`src/rtl/fabric2_resp_router.sv`:
```
// Slave-facing router of the fabric v2 decoder: forwards one OCP command to the decoded port
// and returns that port's response, or a local ERR for unpopulated ports.
// Optional watchdog: define FABRIC2_RESP_TIMEOUT_EN to answer ERR after TIMEOUT cycles in CMD/RESP.

`ifndef ADDR_WIDTH
`define ADDR_WIDTH 32
`endif
`ifndef DATA_WIDTH
`define DATA_WIDTH 32
`endif
`ifndef BEN_WIDTH
`define BEN_WIDTH 4
`endif
`ifndef OCP_CMD_IDLE
`define OCP_CMD_IDLE 3'b000
`endif
`ifndef OCP_CMD_WRITE
`define OCP_CMD_WRITE 3'b001
`endif
`ifndef OCP_CMD_READ
`define OCP_CMD_READ 3'b010
`endif
`ifndef OCP_RESP_NULL
`define OCP_RESP_NULL 2'b00
`endif
`ifndef OCP_RESP_DVA
`define OCP_RESP_DVA 2'b01
`endif
`ifndef OCP_RESP_ERR
`define OCP_RESP_ERR 2'b11
`endif

module fabric2_resp_router #(
    parameter int unsigned PORTNO_WIDTH = 11,
    parameter int unsigned NPORTS       = 4
`ifdef FABRIC2_RESP_TIMEOUT_EN
    ,
    parameter int unsigned TIMEOUT      = 255
`endif
) (
    input  logic                            clk,
    input  logic                            rst,
    input  logic [PORTNO_WIDTH-1:0]         i_portno,
    input  logic [`ADDR_WIDTH-1:0]          i_addr,
    input  logic [2:0]                      i_MCmd,
    input  logic [`DATA_WIDTH-1:0]          i_MData,
    input  logic [`BEN_WIDTH-1:0]           i_MByteEn,
    output logic                            o_SCmdAccept,
    output logic [`DATA_WIDTH-1:0]          o_SData,
    output logic [1:0]                      o_SResp,
    output logic [NPORTS*`ADDR_WIDTH-1:0]   o_MAddr,
    output logic [NPORTS*3-1:0]             o_MCmd,
    output logic [NPORTS*`DATA_WIDTH-1:0]   o_MData,
    output logic [NPORTS*`BEN_WIDTH-1:0]    o_MByteEn,
    input  logic [NPORTS-1:0]               i_SCmdAccept,
    input  logic [NPORTS*`DATA_WIDTH-1:0]   i_SData,
    input  logic [NPORTS*2-1:0]             i_SResp
);

    localparam int unsigned AW  = `ADDR_WIDTH;
    localparam int unsigned DW  = `DATA_WIDTH;
    localparam int unsigned BW  = `BEN_WIDTH;
    localparam int unsigned CW  = 3;
    localparam int unsigned RW  = 2;
    localparam int unsigned PW1 = PORTNO_WIDTH + 1;

    localparam logic [1:0] ST_IDLE = 2'd0;
    localparam logic [1:0] ST_CMD  = 2'd1;
    localparam logic [1:0] ST_RESP = 2'd2;
    localparam logic [1:0] ST_ERR  = 2'd3;

    logic [1:0]              state, state_d;
    logic [PORTNO_WIDTH-1:0] port_q, port_d;
    logic [CW-1:0]           cmd_q, cmd_d;
    logic [AW-1:0]           addr_q, addr_d;
    logic [DW-1:0]           data_q, data_d;
    logic [BW-1:0]           ben_q, ben_d;

    logic [RW-1:0]           sresp_d;
    logic [DW-1:0]           sdata_d;
    logic [NPORTS*AW-1:0]    maddr_d;
    logic [NPORTS*CW-1:0]    mcmd_d;
    logic [NPORTS*DW-1:0]    mdata_d;
    logic [NPORTS*BW-1:0]    mben_d;

    logic                    sel_accept;
    logic [RW-1:0]           sel_resp;
    logic [DW-1:0]           sel_data;
    logic                    drive_cmd;
    logic                    timeout_hit;

    assign o_SCmdAccept = (state == ST_IDLE) && (i_MCmd != `OCP_CMD_IDLE);

    // Only the captured port's handshake signals are observed; all others are ignored.
    always_comb begin
        sel_accept = 1'b0;
        sel_resp   = `OCP_RESP_NULL;
        sel_data   = '0;
        for (int k = 0; k < int'(NPORTS); k++) begin
            if (port_q == PORTNO_WIDTH'(k)) begin
                sel_accept = i_SCmdAccept[k];
                sel_resp   = i_SResp[k*RW +: RW];
                sel_data   = i_SData[k*DW +: DW];
            end
        end
    end

`ifdef FABRIC2_RESP_TIMEOUT_EN
    localparam int unsigned TW = ($clog2(TIMEOUT + 1) > 8) ? $clog2(TIMEOUT + 1) : 8;

    logic [TW-1:0] cnt, cnt_d;

    // Cleared while IDLE so it starts from zero on every CMD entry.
    always_comb begin
        cnt_d       = (state == ST_CMD || state == ST_RESP) ? cnt + TW'(1) : '0;
        timeout_hit = (cnt >= TW'(TIMEOUT - 1));
    end

    always_ff @(posedge clk or posedge rst) begin
        if (rst) begin
            cnt <= '0;
        end else begin
            cnt <= cnt_d;
        end
    end
`else
    assign timeout_hit = 1'b0;
`endif

    always_comb begin
        state_d   = state;
        port_d    = port_q;
        cmd_d     = cmd_q;
        addr_d    = addr_q;
        data_d    = data_q;
        ben_d     = ben_q;
        sresp_d   = `OCP_RESP_NULL;
        sdata_d   = '0;
        drive_cmd = 1'b0;
        case (state)
            ST_IDLE: begin
                if (o_SCmdAccept) begin
                    port_d = i_portno;
                    cmd_d  = i_MCmd;
                    addr_d = i_addr;
                    data_d = i_MData;
                    ben_d  = i_MByteEn;
                    // Full-width compare so out-of-range port numbers never alias a real port.
                    if (PW1'(i_portno) < PW1'(NPORTS)) begin
                        state_d   = ST_CMD;
                        drive_cmd = 1'b1;
                    end else begin
                        state_d = ST_ERR;
                        sresp_d = `OCP_RESP_ERR;
                    end
                end
            end
            ST_CMD: begin
                if (sel_accept) begin
                    state_d = ST_RESP;
                end else if (timeout_hit) begin
                    state_d = ST_IDLE;
                    sresp_d = `OCP_RESP_ERR;
                end else begin
                    drive_cmd = 1'b1;
                end
            end
            ST_RESP: begin
                if (sel_resp != `OCP_RESP_NULL) begin
                    state_d = ST_IDLE;
                    sresp_d = sel_resp;
                    sdata_d = sel_data;
                end else if (timeout_hit) begin
                    state_d = ST_IDLE;
                    sresp_d = `OCP_RESP_ERR;
                end
            end
            ST_ERR: begin
                state_d = ST_IDLE;
            end
            default: begin
                state_d = ST_IDLE;
            end
        endcase
    end

    // Slave-side buses: the captured command appears on one slice, everything else is idle/zero.
    always_comb begin
        mcmd_d  = {NPORTS{`OCP_CMD_IDLE}};
        maddr_d = '0;
        mdata_d = '0;
        mben_d  = '0;
        for (int k = 0; k < int'(NPORTS); k++) begin
            if (drive_cmd && (port_d == PORTNO_WIDTH'(k))) begin
                mcmd_d[k*CW +: CW]  = cmd_d;
                maddr_d[k*AW +: AW] = addr_d;
                mdata_d[k*DW +: DW] = data_d;
                mben_d[k*BW +: BW]  = ben_d;
            end
        end
    end

    always_ff @(posedge clk or posedge rst) begin
        if (rst) begin
            state <= ST_IDLE;
        end else begin
            state <= state_d;
        end
    end

    always_ff @(posedge clk or posedge rst) begin
        if (rst) begin
            port_q <= '0;
            cmd_q  <= '0;
            addr_q <= '0;
            data_q <= '0;
            ben_q  <= '0;
        end else begin
            port_q <= port_d;
            cmd_q  <= cmd_d;
            addr_q <= addr_d;
            data_q <= data_d;
            ben_q  <= ben_d;
        end
    end

    always_ff @(posedge clk or posedge rst) begin
        if (rst) begin
            o_SResp   <= `OCP_RESP_NULL;
            o_SData   <= '0;
            o_MCmd    <= {NPORTS{`OCP_CMD_IDLE}};
            o_MAddr   <= '0;
            o_MData   <= '0;
            o_MByteEn <= '0;
        end else begin
            o_SResp   <= sresp_d;
            o_SData   <= sdata_d;
            o_MCmd    <= mcmd_d;
            o_MAddr   <= maddr_d;
            o_MData   <= mdata_d;
            o_MByteEn <= mben_d;
        end
    end

endmodule

```
`config.mk`:
```
export PLATFORM = sky130hd
export DESIGN_NAME = fabric2_resp_router
export DESIGN_NICKNAME = d
export VERILOG_FILES = /design/src/rtl/fabric2_resp_router.sv
export SDC_FILE = /design/constraint.sdc
export NUM_CORES = 1
export LEC_CHECK = 0
export CORE_AREA = 2 2 211 213
export DETAILED_ROUTE_END_ITERATION = 8
export DIE_AREA = 0 0 213 215
export PLACE_DENSITY = 0.74
export SLEW_MARGIN = 20
export SYNTH_ARGS = -nofsm -noshare
export SYNTH_HDL_FRONTEND = slang
export SYNTH_SLANG_ARGS = --single-unit
```
`constraint.sdc`:
```
create_clock -name clk -period 15.7 [get_ports clk]
set_clock_uncertainty 0.2 [all_clocks]
set_input_delay 2.355 -clock clk [delete_from_list [all_inputs] [get_ports clk]]
set_output_delay 2.355 -clock clk [all_outputs]
set_load 0.02 [all_outputs]
```
---- Word level (Yosys, flattened, before mapping) ----
Index checks and enable logic that the tools add are counted.
operators by class
  $lt $le $gt $ge ......................... 1
  equal/unequal tests ..................... 12
  multiplexer cells ....................... 53
  reductions and logical operators ........ 11
operator list
  kind                                                                     count
  32-bit 2-to-1 mux                                                        18
  11-bit by 2-bit equality test with 1-bit output (second input constant)  4
  4-bit 2-to-1 mux                                                         6
  11-bit by 1-bit equality test with 1-bit output (second input constant)  2
  11-bit logical NOT                                                       2
  11-bit 2-to-1 mux                                                        2
  2-bit 2-to-1 mux                                                         11
  3-bit 2-to-1 mux                                                         6
  11-bit by 3-bit < comparator with 1-bit output (second input constant)   1
  2-bit case mux with 4 select lines                                       1
  1-bit 2-to-1 mux                                                         7
  2-bit != test (second input constant)                                    3
  1-bit logical AND                                                        5
  2-bit equality test (second input constant)                              2
  2-bit case mux with 2 select lines                                       1
  3-bit AND reduction                                                      1
  3-bit nonzero test                                                       1
  2-bit by 1-bit equality test with 1-bit output (second input constant)   1
  2-bit logical NOT                                                        1
  1-bit case mux with 2 select lines                                       1
  2-bit nonzero test                                                       1
word-level totals
  register bits after elaboration ......... 402
  bits of input ports ..................... 224
  word-level logic and storage cells ...... 89

---- Longest topological paths before layout ----
  depth in word-level cells ............... 9
  gate-level depth with buffers ........... 9
  mapped depth without buffers ............ 5

---- Worst setup path after synthesis ----
OpenSTA, ideal clock, no wires.
  path kind ............................... input -> output
  from .................................... in i_MCmd[0]
  to ...................................... out o_SCmdAccept
  arrival time ............................ 3.406 ns
  data required time ...................... 13.145 ns
  setup slack ............................. 9.739 ns
  cell stages on the path ................. 5
  path buffers ............................ 2
  cells stage by stage .................... or3_1 nand2_2 inv_1 buf_2 clkbuf_1
between the ends
  longest elaborated chain between the ends .. 2
ends and longest elaborated chain
  what                          RTL line  text
  start, declared               45        input logic [2:0] i_MCmd,
  3-bit nonzero test (no line)  n/a
  1-bit logical AND             92        assign o_SCmdAccept = (state == ST_IDLE) && (i_MCmd != `OCP_CMD_IDLE);
  end, declared                 48        output logic o_SCmdAccept,
Every way passes these cells.

---- Worst setup path after layout ----
Same ends and word-level chain as after synthesis.

==> metrics.md <==
| Metric | Value |
|---|---|
| Starting DRC count in detailed routing | 1110 |
| Die area | 45800 um2 |
| Slew HR | 25.5% |
| Number of synthesized flops with an enable pin | 0 |
| Routed WL | 55800 um |
| Least-Margin Pin Slew | 1.12 ns |
| Tcrit/Tclk final | 49.9% |
| Root Buffer | clkbuf_16 |
| Nets | 2126 |
| Yosys warns | 0 |
| Post-cts sizing count | 0 |
| Core footprint | 43600 um2 |
| Primary FF master, synth | dfrtp_1 |
| Largest family of logic cells by synthesized area | simple AND/OR/NAND/NOR gates |
| WL per Instance | 22.1 um |
| Final setup violation count | 0 |
| RSZ-0062 raised after global routing | false |
| Inserted Clock Buffers | 43 |
| Pre-CTS WS | 7.93 ns |
| Part of the Yosys area used for sequential elements | 60.5% |
| Max-slew violations | 0 |
| Data required, critical path | 13.15 ns |
| Critical Path Source Type | input pin |
| Mux contribution to synthesized area | 3.49% |
| Cell family with most CP delay | buffers and inverters |
| Max_cap viols | 0 |
| Fmax | 0.128 GHz |
| Most common cell after layout, fill and taps aside | clkdlybuf4s50_1 |
| Port Buffers | 542 |
| CTS Hold Buffers Added | 0 |
| Hold Crit Class | register to register |
| Post-synthesis cell type count | 52 |
| Most frequent cells in the layout | clkdlybuf4s50_1, dfrtp_1, nand2_1 |
| Pre-antenna DRT Iters | 5 |
| Cell count after synthesis | 1449 |
| Worst VDD drop | 0.115 mV |
| Fin Setup TNS | 0 ns |
| Min cycle time layout | 7.83 ns |
| Worst path slowest cell | or3_4 |
| Synth Area in Compound Gates | 7.93% |
| Power per cell area | 143 nW/um2 |
| Initial Util | 38.1% |
| Synth Area in Adders | 0% |
| Vias/cell | 5.46 |
| Clk slew on worst S/H paths | 0.06 ns |
| Crit end category | output pin |
| FFs w/ async S/R, synth | 100% |
| Static Leak | 0.00999 uW |
| Critical path fanouts, max | 75 |
| Post-synthesis simple-gate area fraction | 23.1% |
| H-tree levels | 2 |
| Num Clock Sinks | 402 |
| Number of global-route vias before repair | 14000 |
| Critical-path cell list | clkdlybuf4s50_1 -> or3_4 -> nand2_4 -> clkinv_2 -> clkdlybuf4s50_1 |
| Hold Worst Slack | 0.276 ns |
| Die height | 215 um |
| Worst stage delay on the critical path | 0.79 ns |
| Total GRT Usage | 24.3% |
| Row Count | 77 |
| Width of the die | 213 um |
| First-pass GRT wire length | 85500 um |
| GPL Wtd Cong | 0.910 |
| Share of cells above drive strength 1 | 13.7% |
| DRC errors left | 0 |
| Initial antenna violation count | 8 |
| Worst Path Buf+Inv | 3 |
| Dpl hpwl | 36600 um |
| Max Root-Sink Buffers | 3 |
| Clock insertion delay at the later pin of the skew report | 0.57 ns |
| Detail Route Antenna Nets | 0 |
| I/O Pins | 543 |
| Synth Register Bits | 402 |
| Syn Area/Cell | 11.5 um2 |
| Critical path class | input pin to output pin |
| Status | completed |
| Final Hold Fails | 0 |
| Via count | 13800 |
| # Post-CTS Setup Buffers | 0 |
| Largest net degree at the start of global routing | 118 |
| Synth Cell Area | 16600 um2 |
| CTS tree | yes |
| Post-Synth XOR/XNOR Area | 0% |
| Most Frequent Cell on Critical Path | clkdlybuf4s50_1 |
| CP arrival | 5.28 ns |
| Setup ws final | 7.87 ns |
| GR Overflow Total | 0 |
| Synth-to-Final Area Change | 43.0% |
| Synthesized Nets | 1673 |
==> stage by stage <==
step | cell area, um2 | util (%) | power, uW | std cells
floorplan | 16600 | - | 2070 | 1449
global placement | 22300 | 51.0 | 2320 | 2448
detailed placement | 22300 | 51.1 | 2360 | 2449
CTS | 23800 | 54.5 | 3420 | 2526
global route | 23800 | 54.5 | 3580 | 2529
finish | 23800 | 54.5 | 3400 | 2529
==> logic make-up (layout without fill, tap and decap cells) <==
group                  Yosys count  after routing
buffers and inverters          166            651
multiplexers                    49             49
AND/OR/NAND/NOR                655            655
AO/OA/AOI/OAI                  177            177
flip-flops                     402            402
other                            0              3
==> metal layers <==
| metal | track usage, % | routed length [um] | share of wire, % | vias to the layer above |
|---|---|---|---|---|
| met5 | 0 | 56 | 0.10 | - |
| met4 | 10.3 | 2270 | 4.1 | 8 |
| met3 | 6.06 | 4480 | 8.0 | 126 |
| met2 | 41.1 | 28200 | 50 | 663 |
| met1 | 29.4 | 20800 | 37 | 6866 |
| li1 | - | - | - | 6141 |
==> registers in the layout, indices dropped and copies added, names as in the netlist <==
register,cells
o_MAddr,128
o_MData,128
addr_q,32
data_q,32
o_SData,32
o_MByteEn,16
o_MCmd,12
port_q,11
ben_q,4
cmd_q,3
o_SResp,2
state,2
==> layout make-up <==
class	count	area (um2)
antenna	3	7.51
clock buffer	63	1280
clock inverter	14	198
fill	3649	19900
inverter	7	35.0
multi-input combinational	881	5830
sequential	402	10100
tap	592	741
timing repair buffer	567	5630
==> synth_stat cells (3+ instances only) <==
library cell	n	area, um2
mux2_2	42	473
clkbuf_1	89	334
dfrtp_1	402	10100
a31oi_1	22	138
nor3_2	101	1010
and3_1	50	313
o22ai_1	33	206
nand2_1	207	777
mux4_2	3	67.6
nor4b_1	11	96.3
mux2i_1	4	40.0
a211oi_1	3	22.5
buf_6	21	236
a22o_1	36	315
buf_2	32	160
nor3_1	79	395
nand3_1	4	20.0
o21ai_0	4	20.0
a22oi_1	12	90.1
nand4_1	51	319
inv_1	7	26.3
and2_1	4	25.0
o211a_1	3	30.0
and4_1	14	123
nor4_1	80	500
o211ai_1	50	375
nor2_1	41	154
buf_1	15	56.3
==> path summary, 6_finish.rpt <==
kind / start / end / slack (ns) / cells past startpoint
hold reg to reg: ben_q[1] / ben_q[1] / 0.28 / 2
setup reg to reg: port_q[1] / o_MData[15] / 10.93 / 7
hold / removal: ben_q[1] / ben_q[1] / 0.28 / 2
max in group asynchronous: rst / port_q[1] / 10.82 / 4
min in group asynchronous: rst / o_MData[47] / 2.16 / 2
setup / recovery: i_MCmd[0] / o_SCmdAccept / 7.87 / 5
==> where the power goes <==
| part | switching [uW] | internal, uW |
|---|---|---|
| clock network | 421 | 634 |
| logic | 828 | 306 |
| registers | 63.3 | 1150 |
| total | 1310 | 2090 |
==> worst min-delay path, stage by stage, from the launching register on <==
cell and delay, ns:
dfrtp_1 0.34, nand2_1 0.05, nand2_1 0.05
Note: power is estimated with default switching activity, not from simulation.
